### src/rtl/dld_pkg.sv
// dld_pkg: shared tracker state encoding and sample width
package dld_pkg;
    typedef enum logic [1:0] {ST_IDLE, ST_RUN, ST_DONE} trk_state_t;
    localparam int SAMPLE_W = 16;
endpackage

### src/rtl/Comparator16bit.sv
// Comparator16bit: unsigned magnitude compare; ports a/b in, gt (a>b), eq (a==b) out
module Comparator16bit
    import dld_pkg::*;
(
    input  logic [SAMPLE_W-1:0] A,
    input  logic [SAMPLE_W-1:0] B,
    output logic                GT,
    output logic                EQ
);
    assign GT = A > B;
    assign EQ = A == B;
endmodule

### src/rtl/extreme_tracker16.sv
// extreme_tracker16: frame max/min tracker; ports clk rst start len din din_valid -> din_ready max_val min_val max_idx min_idx done len_err busy
module extreme_tracker16
    import dld_pkg::*;
#(
    parameter int CNT_W = 8
) (
    input  logic                clk,
    input  logic                rst,
    input  logic                start,
    input  logic [CNT_W-1:0]    len,
    input  logic [SAMPLE_W-1:0] din,
    input  logic                din_valid,
    output logic                din_ready,
    output logic [SAMPLE_W-1:0] max_val,
    output logic [SAMPLE_W-1:0] min_val,
    output logic [CNT_W-1:0]    max_idx,
    output logic [CNT_W-1:0]    min_idx,
    output logic                done,
    output logic                len_err,
    output logic                busy
);
    trk_state_t       state, nxt;
    logic [CNT_W-1:0] cnt, len_q;
    logic             zlen, acc, last, max_gt, max_eq, min_gt, min_eq;

    Comparator16bit cmp_max (.A(din), .B(max_val), .GT(max_gt), .EQ(max_eq));
    Comparator16bit cmp_min (.A(min_val), .B(din), .GT(min_gt), .EQ(min_eq));

    assign acc       = state == ST_RUN && din_valid;
    assign last      = cnt == len_q - CNT_W'(1);
    assign din_ready = state == ST_RUN;
    assign done      = state == ST_DONE;
    assign len_err   = done && zlen;
    assign busy      = state != ST_IDLE;

    always_comb begin
        nxt = ST_IDLE;
        if (state == ST_IDLE)
            nxt = start ? (len == '0 ? ST_DONE : ST_RUN) : ST_IDLE;
        else if (state == ST_RUN)
            nxt = acc && last ? ST_DONE : ST_RUN;
    end

    always_ff @(posedge clk or posedge rst) begin
        if (rst) begin
            state   <= ST_IDLE;
            cnt     <= '0;
            len_q   <= '0;
            zlen    <= 1'b0;
            max_val <= '0;
            min_val <= '0;
            max_idx <= '0;
            min_idx <= '0;
        end else begin
            state <= nxt;
            if (state == ST_IDLE && start) begin
                zlen <= len == '0;
                if (len == '0) begin
                    max_val <= '0;
                    min_val <= '0;
                    max_idx <= '0;
                    min_idx <= '0;
                end else begin
                    len_q <= len;
                    cnt   <= '0;
                end
            end
            if (acc) begin
                cnt <= cnt + CNT_W'(1);
                if (cnt == '0) begin
                    max_val <= din;
                    min_val <= din;
                    max_idx <= '0;
                    min_idx <= '0;
                end else begin
                    if (max_gt && !max_eq) begin
                        max_val <= din;
                        max_idx <= cnt;
                    end
                    if (min_gt && !min_eq) begin
                        min_val <= din;
                        min_idx <= cnt;
                    end
                end
            end
        end
    end
endmodule

### config.mk
export PLATFORM = sky130hd
export DESIGN_NAME = extreme_tracker16
export DESIGN_NICKNAME = d
export VERILOG_FILES = /design/src/rtl/dld_pkg.sv /design/src/rtl/Comparator16bit.sv /design/src/rtl/extreme_tracker16.sv
export SDC_FILE = /design/constraint.sdc
export NUM_CORES = 1
export LEC_CHECK = 0
export BUFFER_PORTS_ARGS = -buffer_cell sky130_fd_sc_hd__buf_2
export CAP_MARGIN = 15
export CELL_PAD_IN_SITES_DETAIL_PLACEMENT = 0
export CELL_PAD_IN_SITES_GLOBAL_PLACEMENT = 1
export CORE_ASPECT_RATIO = 0.7
export CORE_MARGIN = 2
export CORE_UTILIZATION = 42
export DETAILED_ROUTE_END_ITERATION = 8
export PLACE_DENSITY_LB_ADDON = 0.1
export SYNTH_ARGS = -nofsm -noshare
export SYNTH_HDL_FRONTEND = slang
export SYNTH_SLANG_ARGS = --single-unit
### constraint.sdc
create_clock -name clk -period 2.9 [get_ports clk]
set_clock_uncertainty 0.05 [all_clocks]
set_input_delay 0.29 -clock clk [delete_from_list [all_inputs] [get_ports clk]]
set_output_delay 0.29 -clock clk [all_outputs]
set_load 0.02 [all_outputs]
==> results_dict.tcl, run 1 <==
set metrics [dict create \
    path_clk_slew_ns 0.05 \
    core_region_area_um2 9035 \
    crit_buf_inv 1 \
    final_core_util_pct 52.65 \
    grt_first_pass_wirelength_um 16810 \
    htree_levels 3 \
    required_ns 3.11 \
    grt_pass1_vias 3169 \
    hp-class "in2async" \
    cp_max_fo 7 \
    status "completed" \
    critPathLaunchType "flop" \
    intPower_mw 2.937 \
    setup_viol 0 \
    p_seq_share_pct 31.3 \
    drv_cap 0 \
    drc 0 \
    start_util_pct 43.17 \
    dr.pass1.iters 4 \
    rows 29 \
    dieArea_um2 10080 \
    worstMarginPinSlew_ns 0.8179 \
    switchingPower_mw 2.207 \
    place_congestion 0.7603 \
    port_buffers 79 \
    yosys.area.top_type "dfrtp_1" \
    netlist_area_um2 3900 \
    post-route-period-util_pct 88.71 \
    numCtsBuffers 9 \
    vias 3244 \
    crit_family "simple AND/OR/NAND/NOR gates" \
    mostFrequentLayoutCells "79 x buf_2, 67 x dfrtp_1, 65 x nand2_1" \
    power_frac_comb_pct 48.9 \
    ctsResizeCount 0 \
    hold_violations 0 \
    avgSynthCellArea_um2 9.750 \
    drive_gt1_share_pct 22.97 \
    wl_per_cell_um 16.55 \
    final_nets 551 \
    final_common_cell "buf_2" \
    grt_max_degree 32 \
    synth-seq-area-share_pct 42.99 \
    die_h_um 84.62 \
    rsz0062_at_grt "no" \
    min_period_ns 2.573 \
    syn_inst 400 \
    final_antenna_net_count 0 \
    clk_latency_ns 0.33 \
    async_reset_ff_share_pct 100.0 \
    wl_um 10200 \
    slowest_stage "dfrtp_1" \
    grt_usage_pct 21.82 \
    ctsHoldBuffers 0 \
    n_antenna_cell 0 \
    cts_buffer_depth 2 \
    finalSetupTns_ns 0 \
    synth_ff_type "dfrtp_1" \
    synth.area.top_cells "dfrtp_1 43%, ha_1 11%, mux2i_1 8.2%" \
    switching_share_pct 42.90 \
    crit_chain "inv_1, ha_1, nand4_1, nor4_1, a21bo_2, and4b_1, nor4_4, a22o_1" \
    power_leakage_nw 2.597 \
    synth_cell_types 50 \
    die_x_um 119.2 \
    via_per_inst 5.266 \
    instances_no_fill 616 \
    clock.fmax_mhz 388.7 \
    io_pins 80 \
    power.density_nw_per_um2 1081 \
    dp_hpwl_um 7692 \
    clkPwrFrac_pct 19.8 \
    grt_antenna_before_repair 0 \
    peakVddDrop_mv 0.4552 \
    slew_viol_final 0 \
    cts_tree "done" \
    critical_path_class "reg2reg" \
    grt.overflow.total 0 \
    place_inst 601 \
    r2r_start "max_val[15]" \
    area_growth_pct 21.98 \
    max_stage_delay_ns 0.37 \
    critPathLaunch "max_val[15]" \
    synth_edf_count 0 \
    cts-root-buf "clkbuf_16" \
    synth_top_area_share_pct 42.99 \
    yosysWarningCount 0 \
    cp.arrival_ns 2.79 \
    cts_setup_buffers 0 \
    cts.sinks 67 \
    endpoint_kind "flop" \
    synth-seq-cells 67 \
    num-fill-cells 849 \
    syn_nets 463 \
    initialDrtViolationCount 161 \
    max_slew_margin_pct 45.27 \
]
metal layers:
layer | up-vias | global-route usage [%] | wire length (um)
li1 | 1566 | - | -
met1 | 1591 | 34.15 | 5333
met2 | 81 | 28.94 | 4005
met3 | 6 | 7.201 | 778
met4 | 0 | 4.221 | 78
met5 | - | 0 | 0
layout make-up:
type / instances / area (um^2) / share of cell area [%]
Multi-Input combinational cell: 276 / 1978 / 41.58
Sequential cell: 67 / 1677 / 35.24
Timing Repair Buffer: 93 / 513.0 / 10.78
Clock buffer: 13 / 270.3 / 5.681
Tap cell: 124 / 155.1 / 3.261
Inverter: 41 / 153.9 / 3.235
Clock inverter: 2 / 10.01 / 0.2104
flip-flops by register name, indices dropped and copies added, names as in the netlist:
name	flops
max_val	16
min_val	16
cnt	8
len_q	8
max_idx	8
min_idx	8
state	2
zlen	1
Yosys cell counts (3+ instances only):
cell	instances
mux2_1	4
dfrtp_1	67
xnor2_1	4
inv_1	41
nor4_1	3
nor2_1	17
nand3_1	3
clkbuf_1	7
o21ai_0	6
nand2_1	65
and2_1	4
xor2_1	7
ha_1	35
o21ai_1	15
buf_2	4
a21o_1	3
nor3_1	4
buf_4	3
nor2b_1	3
a22o_1	7
mux2i_1	32
nand4_1	9
a21oi_1	16
a32o_1	8
kinds of logic after synthesis:
group	after synthesis	share of synthesized area, %
buf+inv	57	6.288
simple gates	124	15.56
compound gates	70	12.10
mux	36	9.368
fa+ha+maj	35	11.23
flops	67	42.99
xor+xnor	11	2.470
through the flow:
step / hold WS, ns / cell area (um^2) / power [mW] / worst slack, ns
after floorplan: 0.3625 / 3900 / 3.350 / 0.5902
after global placement: 0.3962 / 4477 / 4.089 / 0.2488
after detailed placement: 0.3973 / 4477 / 4.145 / 0.3128
after CTS: 0.03795 / 4757 / 5.196 / 0.2990
after global routing: 0.06955 / 4757 / 5.568 / 0.1016
final: 0.01458 / 4757 / 5.145 / 0.3274
power by group through the flow:
stage / combinational [mW] / sequential (mW) / clock [mW]
2_1_floorplan: 1.47 / 1.88 / 0
3_3_place_gp: 2.48 / 1.61 / 0
3_5_place_dp: 2.53 / 1.62 / 0
4_1_cts: 2.54 / 1.61 / 1.05
5_1_grt: 2.81 / 1.66 / 1.10
6_report: 2.52 / 1.61 / 1.02
final timing paths:
path	slack [ns]	cells past startpoint	endpoint
worst max register to register	0.33	8	max_idx[2]
min in group clk	0.14	3	len_q[3]
worst max-delay path	0.33	8	max_idx[2]
worst min register to register	0.41	2	zlen
max in group asynchronous	1.99	3	cnt[2]
worst min-delay path	0.01	2	zlen
Note: power is estimated with default switching activity, not from simulation.
==> run 2, diff against run 1 <==
--- a/config.mk
+++ b/config.mk
@@ -11,7 +11,7 @@
 export CELL_PAD_IN_SITES_GLOBAL_PLACEMENT = 1
 export CORE_ASPECT_RATIO = 0.7
 export CORE_MARGIN = 2
-export CORE_UTILIZATION = 42
+export CORE_UTILIZATION = 30
 export DETAILED_ROUTE_END_ITERATION = 8
 export PLACE_DENSITY_LB_ADDON = 0.1
 export SYNTH_ARGS = -nofsm -noshare
==> results_dict.tcl, run 2 (synthesis gave the netlist of run 1 again) <==
set metrics [dict create \
    rsz0062_at_grt "no" \
    numCtsBuffers 9 \
    p_seq_share_pct 31.0 \
    switchingPower_mw 2.227 \
    hp-class "in2reg" \
    cts_buffer_depth 2 \
    grt_antenna_before_repair 0 \
    cts_tree "done" \
    min_from "len[3]" \
    grt_first_pass_wirelength_um 17910 \
    drive_gt1_share_pct 22.56 \
    drc 0 \
    place_congestion 0.7515 \
    r2r_start "max_val[15]" \
    grt_max_degree 44 \
    post-route-period-util_pct 92.21 \
    max_slew_margin_pct 65.28 \
    critPathLaunchType "flop" \
    min_period_ns 2.674 \
    whs_path_depth 3 \
    reg2reg_to "max_idx[3]" \
    dieArea_um2 13940 \
    mostFrequentLayoutCells "79 x buf_2, 67 x dfrtp_1, 65 x nand2_1" \
    ctsResizeCount 0 \
    clock.fmax_mhz 373.9 \
    worstMarginPinSlew_ns 0.5170 \
    power_frac_comb_pct 48.0 \
    wl_um 11030 \
    min_to "len_q[3]" \
    n_antenna_cell 0 \
    place_area_um2 4517 \
    cp.arrival_ns 2.88 \
    power.density_nw_per_um2 1083 \
    vias 3164 \
    setup_viol 0 \
    cts.sinks 67 \
    cp_max_fo 7 \
    final_antenna_net_count 0 \
    status "completed" \
    num-fill-cells 1259 \
    clkPwrFrac_pct 21.1 \
    path_clk_slew_ns 0.06 \
    power_leakage_nw 2.602 \
    die_h_um 99.40 \
    top_regs "max_val: 16 flops, min_val: 16 flops" \
    port_buffers 79 \
    wl_per_cell_um 16.86 \
    seq_area_um2 1677 \
    rr_worst_depth 8 \
    dr.pass1.iters 4 \
    critical_path_class "reg2reg" \
    grt_pass1_vias 3179 \
    io_pins 80 \
    intPower_mw 2.996 \
    cts_setup_buffers 0 \
    drv_cap 0 \
    switching_share_pct 42.64 \
    peakVddDrop_mv 0.3794 \
    critPathLaunch "max_val[15]" \
    final_area_um2 4822 \
    endpoint_kind "flop" \
    dp_hpwl_um 8325 \
    hold_violations 0 \
    rrSetupSlack_ns 0.23 \
    start_util_pct 31.08 \
    clk_latency_ns 0.33 \
    via_per_inst 4.838 \
    grt.overflow.total 0 \
    finalSetupTns_ns 0 \
    grt_usage_pct 16.62 \
    slew_viol_final 0 \
    initialDrtViolationCount 144 \
    rows 34 \
    final_core_util_pct 38.42 \
    area_growth_pct 23.64 \
    required_ns 3.11 \
    multi_input_area_um2 1978 \
    cts-root-buf "clkbuf_16" \
    core_region_area_um2 12550 \
    final_nets 551 \
    die_x_um 140.3 \
    htree_levels 3 \
    final_common_cell "buf_2" \
]
run 2: stage by stage:
stage	setup slack, ns	cells	total power, mW	hold WS [ns]
2_1_floorplan	0.5902	400	3.350	0.3625
3_3_place_gp	0.2835	638	4.133	0.1729
3_5_place_dp	0.2350	638	4.164	0.1748
4_1_cts	0.2062	654	5.300	0.1307
5_1_grt	0.03509	654	5.678	0.1403
6_report	0.2258	654	5.223	0.1446
run 2: timing repair:
item	in CTS	in global routing
setup endpoints to repair	0	0
hold buffers	1	0
hold endpoints to repair	9	0
run 2: worst max-delay path, cell delays in order (launching register included):
cell     delay (ns)
dfrtp_1        0.39
inv_1          0.06
ha_1           0.30
nand4_1        0.19
nor4_1         0.43
a21bo_2        0.29
and4b_1        0.24
nor4_4         0.40
a22o_1         0.25
run 2: worst max path at each step:
stage                  endpoint
floorplan           max_val[10]
global placement     min_val[1]
detailed placement   max_idx[3]
CTS                  max_idx[3]
global route         max_idx[3]
finish               max_idx[3]
run 2: power groups by stage:
stage / logic (mW) / registers [mW] / clock network (mW)
finish: 2.51 / 1.62 / 1.10
global route: 2.82 / 1.68 / 1.19
CTS: 2.54 / 1.62 / 1.14
detailed placement: 2.53 / 1.63 / 0
global placement: 2.51 / 1.62 / 0
floorplan: 1.47 / 1.88 / 0
run 2: routing by layer:
layer | vias up | routed length (um) | global-route usage (%)
met3 | 8 | 586 | 4.285
met2 | 79 | 4114 | 21.46
met1 | 1504 | 6247 | 26.61
met4 | 0 | 76 | 4.584
met5 | - | 0 | 0
li1 | 1573 | - | -
run 2: layout make-up:
| type | count | area share, % |
|---|---|---|
| multi-input cells | 276 | 41.02 |
| well taps | 162 | 4.203 |
| clock inverters | 2 | 0.7265 |
| clock buffers | 13 | 5.397 |
| repair buffers | 93 | 10.69 |
| inverters | 41 | 3.192 |
| flip-flops and latches | 67 | 34.77 |
